### config.mk
export PLATFORM = sky130hd
export DESIGN_NAME = prog_loader
export DESIGN_NICKNAME = d
export VERILOG_FILES = /design/src/rtl/prog_loader.sv
export SDC_FILE = /design/constraint.sdc
export NUM_CORES = 1
export LEC_CHECK = 0
export CORE_AREA = 2 2 101 103
export DETAILED_ROUTE_END_ITERATION = 10
export DIE_AREA = 0 0 103 105
export PLACE_DENSITY = 0.8
export SLEW_MARGIN = 20
export SYNTH_ARGS = -nofsm -noshare
export SYNTH_HDL_FRONTEND = slang
export SYNTH_SLANG_ARGS = --single-unit
### constraint.sdc
create_clock -name clk1 -period 2.3 [get_ports clk1]
set_input_delay 0.345 -clock clk1 [delete_from_list [all_inputs] [get_ports clk1]]
set_output_delay 0.345 -clock clk1 [all_outputs]
set_load 0.02 [all_outputs]
### src/rtl/prog_loader.sv
// Byte-stream program loader: receives a framed image over valid/ready, packs big-endian
// words into the unified memory's write port and keeps the core held until a clean load.
module prog_loader #(
    parameter int          ADDR_W    = 8,
    parameter logic [7:0]  SYNC_BYTE = 8'hA5,
    parameter int          TIMEOUT   = 1000
) (
    input  logic              clk1,
    input  logic              reset,
    input  logic [7:0]        rx_data,
    input  logic              rx_valid,
    output logic              rx_ready,
    output logic              mem_we,
    output logic [ADDR_W-1:0] mem_addr,
    output logic [31:0]       mem_wdata,
    output logic              cpu_hold,
    output logic              load_done,
    output logic              load_err,
    output logic [ADDR_W:0]   words_loaded
);

    localparam int TMO_W = $clog2(TIMEOUT + 1);

    typedef enum logic [2:0] {
        S_IDLE,
        S_ADDR,
        S_COUNT,
        S_DATA,
        S_WRITE,
        S_CHECK
    } state_t;

    state_t            r_state;
    logic [ADDR_W-1:0] r_addr;
    logic [ADDR_W:0]   r_remaining;
    logic [1:0]        r_byte_cnt;
    logic [31:0]       r_word;
    logic [7:0]        r_csum;
    logic [TMO_W-1:0]  r_tmo;

    logic w_accept;
    logic w_tmo_hit;
    logic [31:0] w_word_next;

    assign w_accept    = rx_valid && rx_ready;
    assign w_tmo_hit   = !w_accept && (r_tmo == TMO_W'(TIMEOUT - 1));
    assign w_word_next = {r_word[23:0], rx_data};

    always_ff @(posedge clk1 or negedge reset) begin
        if (!reset) begin
            r_state      <= S_IDLE;
            r_addr       <= '0;
            r_remaining  <= '0;
            r_byte_cnt   <= '0;
            r_word       <= '0;
            r_csum       <= '0;
            r_tmo        <= '0;
            rx_ready     <= 1'b0;
            mem_we       <= 1'b0;
            mem_addr     <= '0;
            mem_wdata    <= '0;
            cpu_hold     <= 1'b1;
            load_done    <= 1'b0;
            load_err     <= 1'b0;
            words_loaded <= '0;
        end else begin
            load_done <= 1'b0;
            mem_we    <= 1'b0;
            case (r_state)
                S_IDLE: begin
                    rx_ready <= 1'b1;
                    r_tmo    <= '0;
                    if (w_accept && rx_data == SYNC_BYTE) begin
                        r_state      <= S_ADDR;
                        cpu_hold     <= 1'b1;
                        load_err     <= 1'b0;
                        words_loaded <= '0;
                        r_csum       <= '0;
                    end
                end
                S_ADDR, S_COUNT, S_DATA, S_CHECK: begin
                    if (w_accept) begin
                        r_tmo <= '0;
                        case (r_state)
                            S_ADDR: begin
                                r_addr  <= ADDR_W'(rx_data);
                                r_state <= S_COUNT;
                            end
                            S_COUNT: begin
                                // A zero count means a full memory image.
                                r_remaining <= (rx_data == 8'd0) ? {1'b1, {ADDR_W{1'b0}}}
                                                                 : (ADDR_W + 1)'(rx_data);
                                r_byte_cnt  <= '0;
                                r_state     <= S_DATA;
                            end
                            S_DATA: begin
                                r_word     <= w_word_next;
                                r_csum     <= r_csum ^ rx_data;
                                r_byte_cnt <= r_byte_cnt + 2'd1;
                                if (r_byte_cnt == 2'd3) begin
                                    r_state   <= S_WRITE;
                                    rx_ready  <= 1'b0;
                                    mem_we    <= 1'b1;
                                    mem_addr  <= r_addr;
                                    mem_wdata <= w_word_next;
                                end
                            end
                            default: begin
                                if (rx_data == r_csum) begin
                                    load_done <= 1'b1;
                                    cpu_hold  <= 1'b0;
                                end else begin
                                    load_err  <= 1'b1;
                                end
                                r_state <= S_IDLE;
                            end
                        endcase
                    end else if (w_tmo_hit) begin
                        load_err <= 1'b1;
                        r_tmo    <= '0;
                        r_state  <= S_IDLE;
                    end else begin
                        r_tmo <= r_tmo + 1'b1;
                    end
                end
                S_WRITE: begin
                    // The idle counter is frozen here; the write slot is not sender idle time.
                    rx_ready     <= 1'b1;
                    r_addr       <= r_addr + 1'b1;
                    r_remaining  <= r_remaining - 1'b1;
                    words_loaded <= words_loaded + 1'b1;
                    r_state      <= (r_remaining == (ADDR_W + 1)'(1)) ? S_CHECK : S_DATA;
                end
                default: r_state <= S_IDLE;
            endcase
        end
    end

endmodule

==> results of run 1 <==
layout by cell type (no fill, tap or decap), types with 5 or more instances in the layout:
master                            Yosys  routed
sky130_fd_sc_hd__nand3_1              7       7
sky130_fd_sc_hd__nor2_1              50      50
sky130_fd_sc_hd__dfrtp_1            117     117
sky130_fd_sc_hd__a21oi_1             10      10
sky130_fd_sc_hd__clkinv_2             0       5
sky130_fd_sc_hd__clkbuf_16            0      16
sky130_fd_sc_hd__mux2_2              39      39
sky130_fd_sc_hd__xnor2_1             11      11
sky130_fd_sc_hd__xor2_1               5       5
sky130_fd_sc_hd__or3_1                5       5
sky130_fd_sc_hd__nor3_1              10       9
sky130_fd_sc_hd__ha_1                 6       6
sky130_fd_sc_hd__clkdlybuf4s50_1      0      63
sky130_fd_sc_hd__o21ai_0             55      55
sky130_fd_sc_hd__nand2_1            101     100
sky130_fd_sc_hd__buf_4                1      24
sky130_fd_sc_hd__inv_1                8       8
sky130_fd_sc_hd__nand4_1              6       6
sky130_fd_sc_hd__and3_1              10      10
state kept, by name, summed over array words and instances, names as in the netlist, 2 cells and up:
name	count
r_remaining	9
mem_wdata	32
r_word	24
r_state	3
r_csum	8
r_byte_cnt	2
mem_addr	8
words_loaded	9
r_addr	8
r_tmo	10
final cells by class:
type | instances | area [um^2] | share of cell area, %
Sequential cell | 118 | 2950 | 43.1
Multi-Input combinational cell | 366 | 2190 | 31.9
Timing Repair Buffer | 92 | 901 | 13.1
Clock buffer | 19 | 442 | 6.44
Clock inverter | 13 | 178 | 2.59
Tap cell | 133 | 166 | 2.43
Inverter | 9 | 33.8 | 0.492
worst max path at each step:
stage / start / endpoint / slack [ps] / depth (start not counted)
after floorplan: rx_ready$_DFFE_PN0P_ / r_addr[6]$_DFFE_PN0P_ / 450 / 6
after global routing: r_state[2]$_DFFE_PN0P_ / r_remaining[7]$_DFFE_PN0P_ / 10 / 6
after global placement: rx_data[1] / r_state[0]$_DFFE_PN0P_ / -70 / 6
final: r_state[2]$_DFFE_PN0P_ / words_loaded[6]$_DFFE_PN0P_ / 170 / 6
after CTS: r_state[2]$_DFFE_PN0P_ / words_loaded[6]$_DFFE_PN0P_ / 270 / 6
after detailed placement: rx_data[1] / r_state[1]$_DFFE_PN0P_ / -170 / 6
cell families after synthesis:
family / synth area share, %
AO/OA/AOI/OAI: 10.8
XOR/XNOR: 2.64
adder cells (fa/ha/maj): 1.41
buffers and inverters: 3.39
flip-flops: 55.6
multiplexers: 8.26
AND/OR/NAND/NOR: 17.9
power breakdown:
| group | switching (mW) | internal (mW) | total, mW | leakage [nW] |
|---|---|---|---|---|
| clock | 0.938 | 1.81 | 2.75 | 0.304 |
| combinational | 0.0767 | 0.0431 | 0.120 | 1.41 |
| sequential | 0.000000000000000317 | 2.08 | 2.08 | 1.54 |
per-layer routing:
metal | global-route usage (%) | share of wire (%) | vias to the layer above
met5 | 0 | 0 | -
met4 | 8.55 | 2.0 | 0
met3 | 7.22 | 5.9 | 28
met2 | 39.7 | 50 | 178
met1 | 33.1 | 42 | 2089
li1 | - | - | 1985
metrics by stage:
stage,setup WS [ps],hold WS [ps]
floorplan,447,49.4
global route,14.4,385
finish,167,347
detailed placement,-174,352
CTS,267,355
global placement,-65.3,349
what timing repair did:
item / in CTS / in global routing
hold endpoints to repair: 35 / 0
hold buffers: 1 / 0
setup buffers: 0 / 0
==> impl_metrics.json, run 1 <==
{
  "outcome": "finished, final reports clean",
  "area_growth_syn_to_layout_pct": 29.1,
  "critical-path-top-delay-family": "flip-flops",
  "yosys_most_used_dff": "sky130_fd_sc_hd__dfrtp_1",
  "timing.setup.tns_ps": 0,
  "die_h_um": 105,
  "fmax_ghz": 0.469,
  "synthesis.yosys.warnings": 0,
  "max-cap-violations": 0,
  "detail_route.wirelength_mm": 12.8,
  "final_util_pct": 71.2,
  "first_pass_grt_wire_length_mm": 21.0,
  "final-hold-violation-count": 0,
  "postSynthRegisterBits": 118,
  "crit_path_max_incr_delay_ps": 600,
  "layout-drive-gt1-share_pct": 17.2,
  "synth.net_count": 532,
  "hold_class": "in -> async",
  "reg2regPathDepth": 6,
  "layout.nets": 621,
  "setup_viol": 0,
  "n_fill_cell": 732,
  "fin_total_pwr_mw": 4.95,
  "num_rows": 36,
  "io_buffer_count": 64,
  "ioPinCount": 65,
  "worst-setup-path-type": "reg -> reg",
  "synth.most_common_cell": "sky130_fd_sc_hd__dfrtp_1",
  "cts_inserted_buffers": 17,
  "clock-skew-final_ps": 8.25,
  "drtAntennaViolNets": 0,
  "final_min_period_over_clock_period_pct": 92.7,
  "place.gp.congestion": 0.911,
  "placed_cells_incl_taps": 717,
  "synthDominantCellAreaShare_pct": 55.1,
  "detailedRoute.firstIterationViolations": 352,
  "number_of_sinks_driven_by_the_clock_tree": 118,
  "synthTopCellsByCount": "sky130_fd_sc_hd__dfrtp_1, sky130_fd_sc_hd__nand2_1, sky130_fd_sc_hd__o21ai_0",
  "hpwlAfterDp_mm": 8.47,
  "die_area_um2": 10800,
  "postPlaceCellArea_um2": 6230,
  "synth_async_sr_flop_share_pct": 100,
  "synth.avg_cell_area_um2": 10.3,
  "type_of_element_capturing_the_critical_path": "flop",
  "grt_usage_pct": 25.1,
  "worstSetupStartpointType": "flop",
  "grt_setup_unrepaired": "false",
  "slew_headroom_pct": 58.4,
  "initial_utilization_pct": 55.1,
  "tritoncts": "done",
  "netlist_area_um2": 5310,
  "power_density_nw_per_um2": 721,
  "cts_max_path_buffers": 2,
  "vias_in_the_first_global_route": 4286,
  "die_boundary_width_um": 103,
  "timing.rr.start": "r_state[2]$_DFFE_PN0P_",
  "critical-path-slowest-cell": "sky130_fd_sc_hd__dfrtp_1",
  "core_um2": 9640,
  "clock_latency_ps": 520,
  "leakage_nw": 3.25,
  "timing.critical_path.fanout_max": 13,
  "path_cells": "clkinv_1 > nor3_2 > buf_4 > nor2_1 > o21ai_0 > o21ai_0",
  "ys_seq_area_share_pct": 55.6,
  "final.min_clock_period_ps": 2130,
  "detail_route.drc_violations": 0,
  "worstReg2RegEnd": "words_loaded[6]$_DFFE_PN0P_",
  "via_per_inst": 5.71,
  "grt_start_max_net_pins": 51,
  "post_synth_main_area_contributors": "sky130_fd_sc_hd__dfrtp_1, sky130_fd_sc_hd__mux2_2, sky130_fd_sc_hd__nand2_1",
  "final_max_slew_viol_count": 0,
  "vias": 4280,
  "netlist_instances": 515,
  "cell_accounting_for_the_most_synthesized_area": "sky130_fd_sc_hd__dfrtp_1",
  "vdd_ir_drop_max_uv": 403,
  "cts_max_level": 4,
  "critical_path_arrival_ps": 2520,
  "synth.distinct_cells": 55,
  "grt_antenna_before_repair": 0,
  "synth_enable_flop_cells": 0,
  "critical_path_required_ps": 2690,
  "cts_resized": 0,
  "overflow": 0,
  "path_buf_inv": 2,
  "slew_of_the_pin_with_the_lowest_slew_margin_ps": 619,
  "timing.reg2reg.setup_slack_ps": 170,
  "route.detailed.wl_per_inst_um": 17.1,
  "instances_no_fill": 750,
  "clock-root-buffer": "sky130_fd_sc_hd__clkbuf_8",
  "worst_path_clk_slew_ps": 60,
  "critical_path.most_common_cell": "sky130_fd_sc_hd__o21ai_0",
  "antenna-diode-count": 0,
  "drt-pass1-iter-count": 5,
  "postLayoutCellArea_um2": 6860
}
Note: power is estimated with default switching activity, not from simulation.
==> inputs of run 2 (changes only) <==
--- a/config.mk
+++ b/config.mk
@@ -10,2 +10,3 @@
 export DIE_AREA = 0 0 103 105
+export MAX_ROUTING_LAYER = met4
 export PLACE_DENSITY = 0.8
@@ -15 +16,2 @@
 export SYNTH_SLANG_ARGS = --single-unit
+export TNS_END_PERCENT = 30
--- a/constraint.sdc
+++ b/constraint.sdc
@@ -3,2 +3,2 @@
 set_output_delay 0.345 -clock clk1 [all_outputs]
-set_load 0.02 [all_outputs]
+set_load 0.01 [all_outputs]
==> run 2 against run 1 <==
  * Register-to-register slack improved by 120 ps
  * Sequential power about the same
  * Global-route usage increased by 0.73 points
  * Clock skew decreased by 0.81 ps
  * Maximum frequency increased by 4.1%
  * Non-clock buffer count unchanged
==> impl_metrics.json, run 2 (synthesis gave the netlist of run 1 again) <==
{
  "clock_latency_ps": 520,
  "num_rows": 36,
  "outcome": "finished, final reports clean",
  "layout_commonest_cell": "sky130_fd_sc_hd__dfrtp_1",
  "final_min_period_over_clock_period_pct": 89.1,
  "grt_usage_pct": 25.9,
  "critical_path_arrival_ps": 2440,
  "grt_antenna_before_repair": 0,
  "share_comb_of_total_power_pct": 2.4,
  "grt_start_max_net_pins": 51,
  "timing.critical_path.fanout_max": 5,
  "final-hold-violation-count": 0,
  "largest_register_ff_count": 32,
  "place.gp.congestion": 0.927,
  "via_per_inst": 5.76,
  "clock-root-buffer": "sky130_fd_sc_hd__clkbuf_8",
  "layout.nets": 621,
  "overflow": 0,
  "route.detailed.wl_per_inst_um": 17.0,
  "max_flop_register": "mem_wdata",
  "die_boundary_width_um": 103,
  "detail_route.drc_violations": 0,
  "core_um2": 9640,
  "final.min_clock_period_ps": 2050,
  "leakage_nw": 3.25,
  "instances_no_fill": 750,
  "vias_in_the_first_global_route": 4285,
  "initial_utilization_pct": 55.1,
  "whs_ps": 353,
  "proportion_of_total_power_due_to_net_switching_pct": 20.5,
  "worst-setup-path-type": "in -> reg",
  "power_spent_charging_and_discharging_nets_mw": 1.01,
  "power.share.clock_pct": 55.6,
  "final_cell_mix": "sky130_fd_sc_hd__dfrtp_1, sky130_fd_sc_hd__nand2_1, sky130_fd_sc_hd__clkdlybuf4s50_1, sky130_fd_sc_hd__o21ai_0, sky130_fd_sc_hd__nor2_1",
  "type_of_element_capturing_the_critical_path": "flop",
  "timing.rr.start": "r_state[0]$_DFFE_PN0P_",
  "placed_cells_incl_taps": 717,
  "grt_setup_unrepaired": "false",
  "reg2regPathDepth": 5,
  "power_density_nw_per_um2": 720,
  "max-cap-violations": 0,
  "critical_path_required_ps": 2690,
  "first_pass_grt_wire_length_mm": 21.0,
  "worstSetupStartpointType": "input pin",
  "ioPinCount": 65,
  "slew_of_the_pin_with_the_lowest_slew_margin_ps": 618,
  "hpwlAfterDp_mm": 8.47,
  "drtAntennaViolNets": 0,
  "slew_headroom_pct": 58.5,
  "setup_viol": 0,
  "fmax_ghz": 0.488,
  "worst_path_clk_slew_ps": 60,
  "drt-pass1-iter-count": 5,
  "layout-drive-gt1-share_pct": 17.5,
  "cts_inserted_buffers": 17,
  "detail_route.wirelength_mm": 12.8,
  "io_buffer_count": 64,
  "cts_max_level": 4,
  "number_of_sinks_driven_by_the_clock_tree": 118,
  "final_max_slew_viol_count": 0,
  "area_growth_syn_to_layout_pct": 29.2,
  "p_seq_share_pct": 42.0,
  "tritoncts": "done",
  "multi_input_area_um2": 2190,
  "antenna-diode-count": 0,
  "vias": 4320,
  "vdd_ir_drop_max_uv": 398,
  "internal_power_mw": 3.93,
  "detailedRoute.firstIterationViolations": 366,
  "cts_max_path_buffers": 2,
  "largest_registers": "mem_wdata x32, r_word x24, r_tmo x10",
  "timing.setup.tns_ps": 0,
  "clock-skew-final_ps": 7.44,
  "n_fill_cell": 734,
  "die_h_um": 105,
  "hold_class": "in -> async",
  "timing.reg2reg.setup_slack_ps": 290,
  "seqCellArea_um2": 2960,
  "worstReg2RegEnd": "r_csum[4]$_DFFE_PN0P_",
  "die_area_um2": 10800
}
-- run 2: power groups by stage --
stage | Clock, mW | Combinational [mW] | Sequential, mW
2_1_floorplan | 0 | 0.0309 | 2.11
3_3_place_gp | 0 | 0.117 | 2.11
3_5_place_dp | 0 | 0.119 | 2.11
4_1_cts | 2.77 | 0.121 | 2.08
5_1_grt | 2.88 | 0.131 | 2.08
6_report | 2.75 | 0.119 | 2.08
-- run 2: worst max-delay path: stages --
cell and delay [ps]:
sky130_fd_sc_hd__clkdlybuf4s50_1 520, sky130_fd_sc_hd__or4_4 500, sky130_fd_sc_hd__or3_1 390, sky130_fd_sc_hd__a32o_1 280, sky130_fd_sc_hd__o21ai_0 290, sky130_fd_sc_hd__nand3_1 110
-- run 2: worst max-delay path by stage --
stage / slack [ps] / start / end
final: 250 / rx_data[1] / r_state[1]$_DFFE_PN0P_
after global routing: 110 / r_state[0]$_DFFE_PN0P_ / r_csum[5]$_DFFE_PN0P_
after CTS: 270 / r_state[2]$_DFFE_PN0P_ / words_loaded[6]$_DFFE_PN0P_
after detailed placement: -170 / rx_data[1] / r_state[1]$_DFFE_PN0P_
after global placement: -70 / rx_data[1] / r_state[0]$_DFFE_PN0P_
after floorplan: 460 / rx_data[6] / r_state[0]$_DFFE_PN0P_
-- run 2: area by class of cell --
type                    instances  share of cell area, %
flip-flops and latches        118                   43.0
multi-input cells             366                   31.9
repair buffers                 92                   13.1
clock buffers                  19                   6.43
clock inverters                13                   2.59
well taps                     133                   2.42
inverters                       9                  0.547
-- run 2: through the flow --
stage          utilization [%]  power, mW  setup WS, ps  cell area [um^2]
6_report                  71.2       4.94           250              6870
5_1_grt                   71.2       5.09           110              6870
4_1_cts                   71.2       4.97           267              6860
3_5_place_dp              64.7       2.23          -174              6230
3_3_place_gp              64.7       2.23         -65.3              6230
2_1_floorplan                -       2.15           458              5310
-- run 2: timing repair --
action	4_1_cts	5_1_grt
resized for setup	0	2
hold endpoints to repair	35	0
setup buffers	0	0
hold buffers	1	0
setup endpoints to repair	0	1
-- run 2: routing by layer --
layer / wire, um / GRT usage [%] / part of all wire (%) / vias up
met5: 0 / - / 0 / -
met2: 6280 / 39.7 / 49 / 186
met1: 5410 / 33.4 / 42 / 2112
li1: - / - / - / 1989
met3: 778 / 6.96 / 6.1 / 33
met4: 302 / 8.55 / 2.4 / 0
